[config.mk]
export PLATFORM = sky130hd
export DESIGN_NAME = spram_mask_ctrl_flat
export DESIGN_NICKNAME = d
export VERILOG_FILES = /design/src/rtl/spram_mask_ctrl_if.sv /design/src/rtl/spram_mask_ctrl.sv /design/src/flat_wrapper.sv
export SDC_FILE = /design/constraint.sdc
export NUM_CORES = 1
export LEC_CHECK = 0
export CORE_MARGIN = 3
export CORE_UTILIZATION = 30
export CTS_CLUSTER_SIZE = 28
export DETAILED_ROUTE_END_ITERATION = 8
export GPL_ROUTABILITY_DRIVEN = 0
export MAX_ROUTING_LAYER = met4
export PLACE_DENSITY = 0.74
export SLEW_MARGIN = 30
export SYNTH_ARGS = -nofsm -noshare
export SYNTH_HDL_FRONTEND = slang
export SYNTH_SLANG_ARGS = --single-unit
[constraint.sdc]
create_clock -name i_clk -period 3 [get_ports i_clk]
set_input_delay 0.3 -clock i_clk [delete_from_list [all_inputs] [get_ports i_clk]]
set_output_delay 0.3 -clock i_clk [all_outputs]
set_load 0.01 [all_outputs]
[src/rtl/spram_mask_ctrl_if.sv]
// Request, response and macro-pin bundle for spram_mask_ctrl.
// master = requester/consumer plus macro side, slave = the controller.
interface spram_mask_ctrl_if #(
  parameter int WIDTH            = 16,
  parameter int ADDR_WIDTH       = 4,
  parameter int NUM_BYTE_ENABLES = 16
);
  logic                        wr_valid;
  logic                        wr_ready;
  logic [ADDR_WIDTH-1:0]       wr_addr;
  logic [WIDTH-1:0]            wr_data;
  logic [NUM_BYTE_ENABLES-1:0] wr_be;
  logic                        rd_valid;
  logic                        rd_ready;
  logic [ADDR_WIDTH-1:0]       rd_addr;
  logic                        rsp_valid;
  logic                        rsp_ready;
  logic [WIDTH-1:0]            rsp_data;
  logic                        CSN;
  logic                        WEN;
  logic [ADDR_WIDTH-1:0]       A;
  logic [WIDTH-1:0]            D;
  logic [NUM_BYTE_ENABLES-1:0] MASKN;
  logic [WIDTH-1:0]            Q;

  modport master (
    output wr_valid, wr_addr, wr_data, wr_be, rd_valid, rd_addr, rsp_ready, Q,
    input  wr_ready, rd_ready, rsp_valid, rsp_data, CSN, WEN, A, D, MASKN
  );

  modport slave (
    input  wr_valid, wr_addr, wr_data, wr_be, rd_valid, rd_addr, rsp_ready, Q,
    output wr_ready, rd_ready, rsp_valid, rsp_data, CSN, WEN, A, D, MASKN
  );
endinterface

[src/rtl/spram_mask_ctrl.sv]
// Front-end for a single-port masked SRAM macro: arbitrates write/read streams onto
// the one port, absorbs the 1-cycle read latency and returns data via a 2-entry FIFO.
module spram_mask_ctrl #(
  parameter int WORDS            = 16,
  parameter int WIDTH            = 16,
  parameter int ADDR_WIDTH       = 4,
  parameter int NUM_BYTE_ENABLES = 16
) (
  input logic              i_clk,
  input logic              i_rst,
  spram_mask_ctrl_if.slave bus
);
  typedef enum logic {GNT_RD = 1'b0, GNT_WR = 1'b1} grant_t;

  localparam logic [ADDR_WIDTH:0] WORDS_L = (ADDR_WIDTH + 1)'(WORDS);

  grant_t           r_last_grant;
  logic             r_inflight;
  logic             r_inflight_oor;
  logic [WIDTH-1:0] r_fifo [2];
  logic             r_wptr;
  logic             r_rptr;
  logic [1:0]       r_occ;

  logic       w_pop;
  logic [2:0] w_outstanding;
  logic       w_rd_credit;
  logic       w_gnt_wr;
  logic       w_gnt_rd;
  logic       w_wr_oor;
  logic       w_rd_oor;
  logic       w_wr_access;

  assign bus.rsp_valid = !i_rst && (r_occ != 2'd0);
  assign bus.rsp_data  = r_fifo[r_rptr];
  assign w_pop         = bus.rsp_valid && bus.rsp_ready;

  // Reads in flight or queued, less the one leaving now; keeps the FIFO from overflowing.
  assign w_outstanding = {1'b0, r_occ} + {2'b00, r_inflight} - {2'b00, w_pop};
  assign w_rd_credit   = w_outstanding < 3'd2;

  assign w_gnt_wr = !i_rst && bus.wr_valid &&
                    (!(bus.rd_valid && w_rd_credit) || (r_last_grant == GNT_RD));
  assign w_gnt_rd = !i_rst && bus.rd_valid && w_rd_credit &&
                    (!bus.wr_valid || (r_last_grant == GNT_WR));

  assign bus.wr_ready = w_gnt_wr;
  assign bus.rd_ready = w_gnt_rd;

  assign w_wr_oor    = !({1'b0, bus.wr_addr} < WORDS_L);
  assign w_rd_oor    = !({1'b0, bus.rd_addr} < WORDS_L);
  assign w_wr_access = (bus.wr_be != '0) && !w_wr_oor;

  always_comb begin
    bus.CSN   = 1'b1;
    bus.WEN   = 1'b1;
    bus.A     = '0;
    bus.D     = '0;
    bus.MASKN = '1;
    if (w_gnt_wr) begin
      bus.CSN   = !w_wr_access;
      bus.WEN   = 1'b0;
      bus.A     = bus.wr_addr;
      bus.D     = bus.wr_data;
      bus.MASKN = ~bus.wr_be;
    end else if (w_gnt_rd) begin
      bus.CSN = w_rd_oor;
      bus.A   = bus.rd_addr;
    end
  end

  always_ff @(posedge i_clk) begin
    if (i_rst) begin
      r_last_grant   <= GNT_RD;
      r_inflight     <= 1'b0;
      r_inflight_oor <= 1'b0;
      r_wptr         <= 1'b0;
      r_rptr         <= 1'b0;
      r_occ          <= 2'd0;
    end else begin
      if (w_gnt_wr) begin
        r_last_grant <= GNT_WR;
      end else if (w_gnt_rd) begin
        r_last_grant <= GNT_RD;
      end
      r_inflight     <= w_gnt_rd;
      r_inflight_oor <= w_gnt_rd && w_rd_oor;
      if (r_inflight) begin
        r_fifo[r_wptr] <= r_inflight_oor ? '0 : bus.Q;
        r_wptr         <= !r_wptr;
      end
      if (w_pop) begin
        r_rptr <= !r_rptr;
      end
      r_occ <= r_occ + {1'b0, r_inflight} - {1'b0, w_pop};
    end
  end

  a_no_overflow: assert property (@(posedge i_clk) disable iff (i_rst)
    !(r_inflight && (r_occ == 2'd2) && !w_pop));

endmodule
[src/flat_wrapper.sv]
// flat-port wrapper written by rule: the top's interface ports become plain ports
module spram_mask_ctrl_flat 
#(
  parameter int WORDS            = 16,
  parameter int WIDTH            = 16,
  parameter int ADDR_WIDTH       = 4,
  parameter int NUM_BYTE_ENABLES = 16
)
  (i_clk, i_rst, bus_wr_valid, bus_wr_addr, bus_wr_data, bus_wr_be, bus_rd_valid, bus_rd_addr, bus_rsp_ready, bus_Q, bus_wr_ready, bus_rd_ready, bus_rsp_valid, bus_rsp_data, bus_CSN, bus_WEN, bus_A, bus_D, bus_MASKN);
  spram_mask_ctrl_if #(.WIDTH(WIDTH), .ADDR_WIDTH(ADDR_WIDTH), .NUM_BYTE_ENABLES(NUM_BYTE_ENABLES)) bus_i ();
  input logic i_clk;
  input logic i_rst;
  input wire logic [$bits(bus_i.wr_valid)-1:0] bus_wr_valid;
  input wire logic [$bits(bus_i.wr_addr)-1:0] bus_wr_addr;
  input wire logic [$bits(bus_i.wr_data)-1:0] bus_wr_data;
  input wire logic [$bits(bus_i.wr_be)-1:0] bus_wr_be;
  input wire logic [$bits(bus_i.rd_valid)-1:0] bus_rd_valid;
  input wire logic [$bits(bus_i.rd_addr)-1:0] bus_rd_addr;
  input wire logic [$bits(bus_i.rsp_ready)-1:0] bus_rsp_ready;
  input wire logic [$bits(bus_i.Q)-1:0] bus_Q;
  output wire logic [$bits(bus_i.wr_ready)-1:0] bus_wr_ready;
  output wire logic [$bits(bus_i.rd_ready)-1:0] bus_rd_ready;
  output wire logic [$bits(bus_i.rsp_valid)-1:0] bus_rsp_valid;
  output wire logic [$bits(bus_i.rsp_data)-1:0] bus_rsp_data;
  output wire logic [$bits(bus_i.CSN)-1:0] bus_CSN;
  output wire logic [$bits(bus_i.WEN)-1:0] bus_WEN;
  output wire logic [$bits(bus_i.A)-1:0] bus_A;
  output wire logic [$bits(bus_i.D)-1:0] bus_D;
  output wire logic [$bits(bus_i.MASKN)-1:0] bus_MASKN;
  assign bus_i.wr_valid = bus_wr_valid;
  assign bus_i.wr_addr = bus_wr_addr;
  assign bus_i.wr_data = bus_wr_data;
  assign bus_i.wr_be = bus_wr_be;
  assign bus_i.rd_valid = bus_rd_valid;
  assign bus_i.rd_addr = bus_rd_addr;
  assign bus_i.rsp_ready = bus_rsp_ready;
  assign bus_i.Q = bus_Q;
  assign bus_wr_ready = bus_i.wr_ready;
  assign bus_rd_ready = bus_i.rd_ready;
  assign bus_rsp_valid = bus_i.rsp_valid;
  assign bus_rsp_data = bus_i.rsp_data;
  assign bus_CSN = bus_i.CSN;
  assign bus_WEN = bus_i.WEN;
  assign bus_A = bus_i.A;
  assign bus_D = bus_i.D;
  assign bus_MASKN = bus_i.MASKN;
  spram_mask_ctrl #(.WORDS(WORDS), .WIDTH(WIDTH), .ADDR_WIDTH(ADDR_WIDTH), .NUM_BYTE_ENABLES(NUM_BYTE_ENABLES)) u_core (.i_clk(i_clk), .i_rst(i_rst), .bus(bus_i));
endmodule
Yosys cells after proc, flatten, opt, wreduce, memory -nomap -nowiden
Memory sizes are Yosys's and may differ from the RTL's. A register that Yosys moved wholly into a read port is not among the register bits.
Cells that the tools add are included.
{ "totals": {"word_cells": 46, "input_bits": 61, "out_inout_bits": 57, "mem_count": 1, "regBits": 6, "mem_bits_rw": 32} }
{ "memory_table": {"columns": ["memory", "depth", "word_bits", "read_ports", "rd_clocked_by_memory_dff", "wr", "line_no", "rtl"], "rows": [
  ["u_core.r_fifo", 2, 16, 1, 1, 1, "spram_mask_ctrl.sv:20", "logic [WIDTH-1:0] r_fifo [2];"]
]} }
{ "op_classes": {"n_reduce_logical": 19, "bitwise": 2, "n_lt_le_gt_ge": 1, "mux": 14, "add_sub_neg": 4} }
{ "op_table": {"columns": ["cell", "n"], "rows": [
  ["16-bit two-way mux", 2],
  ["16-bit inverter", 1],
  ["16-bit nonzero test", 1],
  ["1-bit two-way mux", 10],
  ["1-bit logical AND", 8],
  ["4-bit two-way mux", 2],
  ["1-bit zero test", 6],
  ["2-bit nonzero test", 2],
  ["2-bit by 1-bit adder with 3-bit output", 1],
  ["3-bit by 2-bit less-than comparator with 1-bit output, second input constant", 1],
  ["3-bit by 1-bit subtractor with 3-bit output", 1],
  ["2-bit by 1-bit adder with 2-bit output", 1],
  ["1-bit logical OR", 2],
  ["2-bit by 1-bit subtractor with 2-bit output", 1],
  ["1-bit inverter", 1]
]} }

Longest topological paths before layout
{ "logic_depth": {"depth_word": 10, "mapped_depth": 12, "depth_no_buf": 9} }

Worst setup path after synthesis
Ideal clock, no wire load.
{ "synth_path": {"path_type": "input to output", "startpoint": "input i_rst", "endpoint": "output bus_A[0]", "t_required_ns": 2.700, "path_stages": 10, "n_path_buf": 1, "arrival_ns": 2.507, "path_slack_ns": 0.193, "cell_sequence": "buf_6 > o21bai_1 > nor2_1 > ha_1 > inv_1 > ha_1 > fa_1 > or2b_2 > nor4b_4 > a22o_1"} }
{ "synth_between": {"elab_cells_between_ends": 15, "cone_classes": "add/sub: 1; order compare: 1; mux: 2; reduce/logical: 11"} }
{ "synth_rtl": {"columns": ["element", "line_no", "rtl"], "rows": [
  ["start, declared", "flat_wrapper.sv:12", "input logic i_rst;"],
  ["1-bit zero test", "spram_mask_ctrl.sv:34", "assign bus.rsp_valid = !i_rst && (r_occ != 2'd0);"],
  ["1-bit logical AND", "spram_mask_ctrl.sv:34", null],
  ["1-bit logical AND", "spram_mask_ctrl.sv:36", "assign w_pop = bus.rsp_valid && bus.rsp_ready;"],
  ["named net u_core.w_pop", "spram_mask_ctrl.sv:25", "logic w_pop;"],
  ["3-bit by 1-bit subtractor with 3-bit output", "spram_mask_ctrl.sv:39", "assign w_outstanding = {1'b0, r_occ} + {2'b00, r_inflight} - {2'b00, w_pop};"],
  ["named net u_core.w_outstanding[1]", "spram_mask_ctrl.sv:26", "logic [2:0] w_outstanding;"],
  ["3-bit by 2-bit less-than comparator with 1-bit output", "spram_mask_ctrl.sv:40", "assign w_rd_credit = w_outstanding < 3'd2;"],
  ["1-bit logical AND (2 in a row)", "spram_mask_ctrl.sv:44", "assign w_gnt_rd = !i_rst && bus.rd_valid && w_rd_credit &&"],
  ["named net bus_rd_ready", "flat_wrapper.sv:22", "output wire logic [$bits(bus_i.rd_ready)-1:0] bus_rd_ready;"],
  ["4-bit two-way mux", "spram_mask_ctrl.sv:66", "end else if (w_gnt_rd) begin"],
  ["4-bit two-way mux", "spram_mask_ctrl.sv:60", "if (w_gnt_wr) begin"],
  ["end, declared", "flat_wrapper.sv:27", "output wire logic [$bits(bus_i.A)-1:0] bus_A;"]
]} }
The timed path passes the listed nets, and every way through them passes these cells.

Final worst setup path
{ "layout_path": {"startpoint": "register u_core.r_occ[0]", "endpoint": "output bus_A[1]"} }
{ "layout_between": {"elab_chain_cells": 10, "elab_cells_between_ends": 14, "cone_classes": "add/sub: 2; order compare: 1; mux: 2; reduce/logical: 9"} }
{ "layout_lines": {"columns": ["element", "line_no", "rtl"], "rows": [
  ["start, declared", "spram_mask_ctrl.sv:23", "logic [1:0] r_occ;"],
  ["start signal, assigned", "spram_mask_ctrl.sv:95", "r_occ <= r_occ + {1'b0, r_inflight} - {1'b0, w_pop};"],
  ["2-bit nonzero test (*)", "spram_mask_ctrl.sv:34", null],
  ["1-bit logical AND (*)", "spram_mask_ctrl.sv:34", null],
  ["1-bit logical AND (*)", "spram_mask_ctrl.sv:36", null],
  ["named net u_core.w_pop", "spram_mask_ctrl.sv:25", null],
  ["3-bit by 1-bit subtractor with 3-bit output (*)", "spram_mask_ctrl.sv:39", null],
  ["named net u_core.w_outstanding[1]", "spram_mask_ctrl.sv:26", null],
  ["3-bit by 2-bit less-than comparator with 1-bit output (*)", "spram_mask_ctrl.sv:40", null],
  ["1-bit logical AND", "spram_mask_ctrl.sv:43", "(!(bus.rd_valid && w_rd_credit) || (r_last_grant == GNT_RD));"],
  ["1-bit zero test", "spram_mask_ctrl.sv:43", null],
  ["1-bit logical OR", "spram_mask_ctrl.sv:43", null],
  ["1-bit logical AND", "spram_mask_ctrl.sv:42", "assign w_gnt_wr = !i_rst && bus.wr_valid &&"],
  ["4-bit two-way mux (*)", "spram_mask_ctrl.sv:60", null]
]} }
Mark *: on every way through the listed nets, which the timed path passes. The rest lies on a longest branch.

==> metrics.md <==
| Metric | Value |
|---|---|
| Fraction of synthesis flops using an asynchronous set or reset pin | `0` |
| Ys flop type | `sky130_fd_sc_hd__edfxtp_1` |
| Non-filler cells in the finished layout | `roughly 340` |
| Final WS setup | `-76.83 ps` |
| Leakage | `about 1.3 nW` |
| Minimum clock period | `~3100 ps` |
| Maximum clock path buffer count | `2` |
| Number of clock sinks | `39` |
| Sequential fraction of the synthesis area | `0.6111` |
| Data arrival time at the worst-slack endpoint | `about 2800 ps` |
| CTS tree | `built` |
| Antenna violation net count after detailed routing | `0` |
| Total of flip-flops plus latches after synthesis | `39` |
| Area growth from synthesis to layout | `80.00%` |
| Combinational share of power | `0.330` |
| Estimated wirelength of the detail-placed design | `~3800 um` |
| Number of slew-limit violations in the final report | `0` |
| Pint | `around 1.2 mW` |
| Cell with the most instances after synthesis | `sky130_fd_sc_hd__edfxtp_1` |
| Final wirelength | `5050 um` |
| DIE WIDTH | `~83 um` |
| Insertion delay of the later-clocked pin in the worst-skew pair | `between 200 and 300 ps` |
| Final hold violation count | `0` |
| Kind of launch point of the worst setup path | `flop` |
| Pin count of the biggest net entering global routing | `17` |
| Result of the run | `finished with violations` |
| Buffers added on ports | `approximately 120` |
| Count of vias placed by the detailed router | `1515` |
| Max Freq | `325.0 MHz` |
| Count of buffer and inverter cells on the critical path | `3` |
| Net switching power of the design | `between 0.4 and 0.5 mW` |
| Crit-path max cell delay | `around 510 ps` |
| Number of buffers inserted during clock tree synthesis | `5` |
| Clock share of power | `0.263` |
| Global-route wire length before repair | `approximately 8000 um` |
| DRC marker count from the first detailed-route iteration | `47` |
| Worst clock skew | `around 3.8 ps` |
| Setup violators final | `11` |
| Via/cell ratio | `about 4.4` |
| Netlist area before placement | `about 1800 um2` |
| Fraction of power spent switching nets | `0.2565` |
| Actual slew at the worst max-slew pin | `about 700 ps` |
| Pre-antenna DRT Iters | `4` |
| Number of synthesized flops with an enable pin | `32` |
| Slew margin rel. | `0.5235` |
| Initial Utilization | `0.3194` |
| CTS root buffer | `sky130_fd_sc_hd__clkbuf_8` |
| Register share of total power | `0.406` |
| Portion of synthesized cell area occupied by the leading cell type | `0.5333` |
| Detailed-route wire length per cell | `14.68 um` |
| Syn_area_per_cell | `13.25 um2` |
| Peak supply drop | `~0.00022 V` |
| Setup TNS | `-585.5 ps` |
| Overall die height | `83.50 um` |
| Total power consumption of the routed design | `about 1.6 mW` |
| Post-synth cell types | `32` |
| Placed Instances | `around 330` |
| Row Count | `27` |
| I/O pin count | `between 100 and 150` |
| Area of the die | `around 7000 um2` |
| Initial antenna violation count | `0` |
| Element type at the critical path end | `output pin` |
| Placed cell areas | `around 3100 um2` |
| Synth Warn # | `0` |
| Global-route total usage across every layer | `0.1448` |
| Post-synthesis cell count | `136` |
| Final global-route overflow total | `0` |
| Core region area | `roughly 5600 um2` |
| Power density cells | `between 500 and 600 nW/um2` |
| Cell types with the largest area share after synthesis | `sky130_fd_sc_hd__edfxtp_1, sky130_fd_sc_hd__mux2_2, sky130_fd_sc_hd__dfxtp_1` |
| Number of hold buffers added after cts | `0` |
| Post-route fraction of the period consumed by the critical path | `1.026` |
| DRC violations left | `0` |
| Tightest Hold Check Type | `flop to flop` |
| Post-synthesis cell type with the largest combined area | `sky130_fd_sc_hd__edfxtp_1` |
| Post-synthesis net count | `200` |
| Via count of the first global-routing pass | `1574` |
| Finished layout cell area | `roughly 3200 um2` |
| Worst path slowest cell | `sky130_fd_sc_hd__fa_1` |
| Number of nets at the end of the flow | `~340` |
| Maximum fanout encountered on the critical timing path | `14` |
| Worst setup timing slack at the placement stage | `-716.2 ps` |
| Crit path max-delay family | `adder cells` |
| Most numerous cell types in the synthesized netlist | `sky130_fd_sc_hd__edfxtp_1, sky130_fd_sc_hd__and2_1, sky130_fd_sc_hd__mux2_2, sky130_fd_sc_hd__nand2_1` |
| Failing checks | `setup timing` |
| Antenna Diode Count | `0` |
| Number of max-cap violations | `0` |
| Fraction of final layout cells with drive strength greater than 1 | `0.3897` |
| Cell breakdown of the critical path | `o21bai_4, nor2_2, ha_1, inv_1, ha_2, fa_1, and3b_2, a21oi_4, buf_6, a22o_1, buf_2` |
| Clock input transition at the sequential cells of the worst setup and hold paths | `roughly 70 ps` |
| Worst endpoint required time | `around 2700 ps` |
| H-tree depth | `2` |
| Worst setup path category | `flop to output pin` |
| Unrepaired setup endpoints after global routing | `yes` |
path summary, 6_finish.rpt:
| check | start | end | slack [ps] | depth (start not counted) |
|---|---|---|---|---|
| max | u_core.r_occ[0] | bus_A[1] | -80 | 11 |
| min | u_core.r_rptr | u_core.r_rptr | 510 | 2 |
| max reg2reg | u_core.r_occ[0] | u_core.r_inflight | 860 | 9 |
| min reg2reg | u_core.r_rptr | u_core.r_rptr | 510 | 2 |
cells by family (layout without fill, tap and decap cells):
family / Yosys count / count (layout) / share of synthesized area
buffers and inverters: 14 / 150 / 0.04028
multiplexers: 16 / 16 / 0.1000
AND/OR/NAND/NOR: 51 / 51 / 0.1660
adder cells (fa/ha/maj): 3 / 3 / 0.02500
flip-flops: 39 / 39 / 0.6111
AO/OA/AOI/OAI: 11 / 11 / 0.04375
XOR/XNOR: 2 / 2 / 0.01389
per-stage QoR:
stage	hold WS [ps]	util
global placement	491.6	0.5533
global route	528.4	0.5749
detailed placement	503.1	0.5533
floorplan	398.9	-
finish	512.0	0.5749
CTS	511.5	0.5591
cells in the final DEF, fill, tap and decap left out, drive strengths merged, types with 2 or more instances in the layout:
master,instances
a21oi,4
a22o,4
and2,16
buf,57
clkbuf,6
clkdlybuf4s50,75
clkinv,2
dfxtp,7
dlygate4sd2,2
edfxtp,32
ha,2
inv,7
mux2,16
nand2,16
nor2,3
nor2b,2
nor4,4
nor4b,2
final cells by class:
| class | instances | area, um2 |
|---|---|---|
| multi-input cells | 83 | 705.7 |
| inverters | 7 | 26.28 |
| repair buffers | 135 | 1205 |
| clock inverters | 3 | 43.79 |
| clock buffers | 5 | 68.82 |
| well taps | 72 | 90.09 |
| flip-flops and latches | 39 | 1104 |
| fillers | 486 | 2399 |
what timing repair did:
action / CTS / global route
resized for setup: 175 / 28
pin swaps: 10 / 11
hold endpoints to repair: 0 / 0
cloned: 1 / 1
setup endpoints to repair: 40 / 40
buffers inserted: 7 / 1
flip-flops by register name, summed over array words and instances, names as in the netlist, named ones only:
register             flops
u_core.r_occ             2
u_core.r_rptr            1
u_core.r_wptr            1
u_core.r_last_grant      1
u_core.r_fifo           32
u_core.r_inflight        1
tightest hold or removal path: cells and delay by family, from the launching register on:
| family | cells | cell delay, ps |
|---|---|---|
| flip-flops | 1 | 310 |
| AO/OA/AOI/OAI | 2 | 160 |
per-layer routing:
layer / vias up / part of all wire / GRT usage / wire (um)
li1: 750 / - / - / -
met3: 6 / 0.052 / 0.04047 / 261
met5: - / 0 / - / 0
met1: 707 / 0.41 / 0.1695 / 2063
met2: 52 / 0.53 / 0.2544 / 2695
met4: 0 / 0.0057 / 0.02193 / 29
power groups by stage:
stage               registers [mW]  clock network, mW  logic (mW)
global placement             0.665                  0       0.508
finish                       0.660              0.428       0.536
CTS                          0.661              0.443       0.522
detailed placement           0.666                  0       0.513
floorplan                    0.653                  0       0.228
global route                 0.665              0.468       0.580
Power figures use the tool's default switching activity.
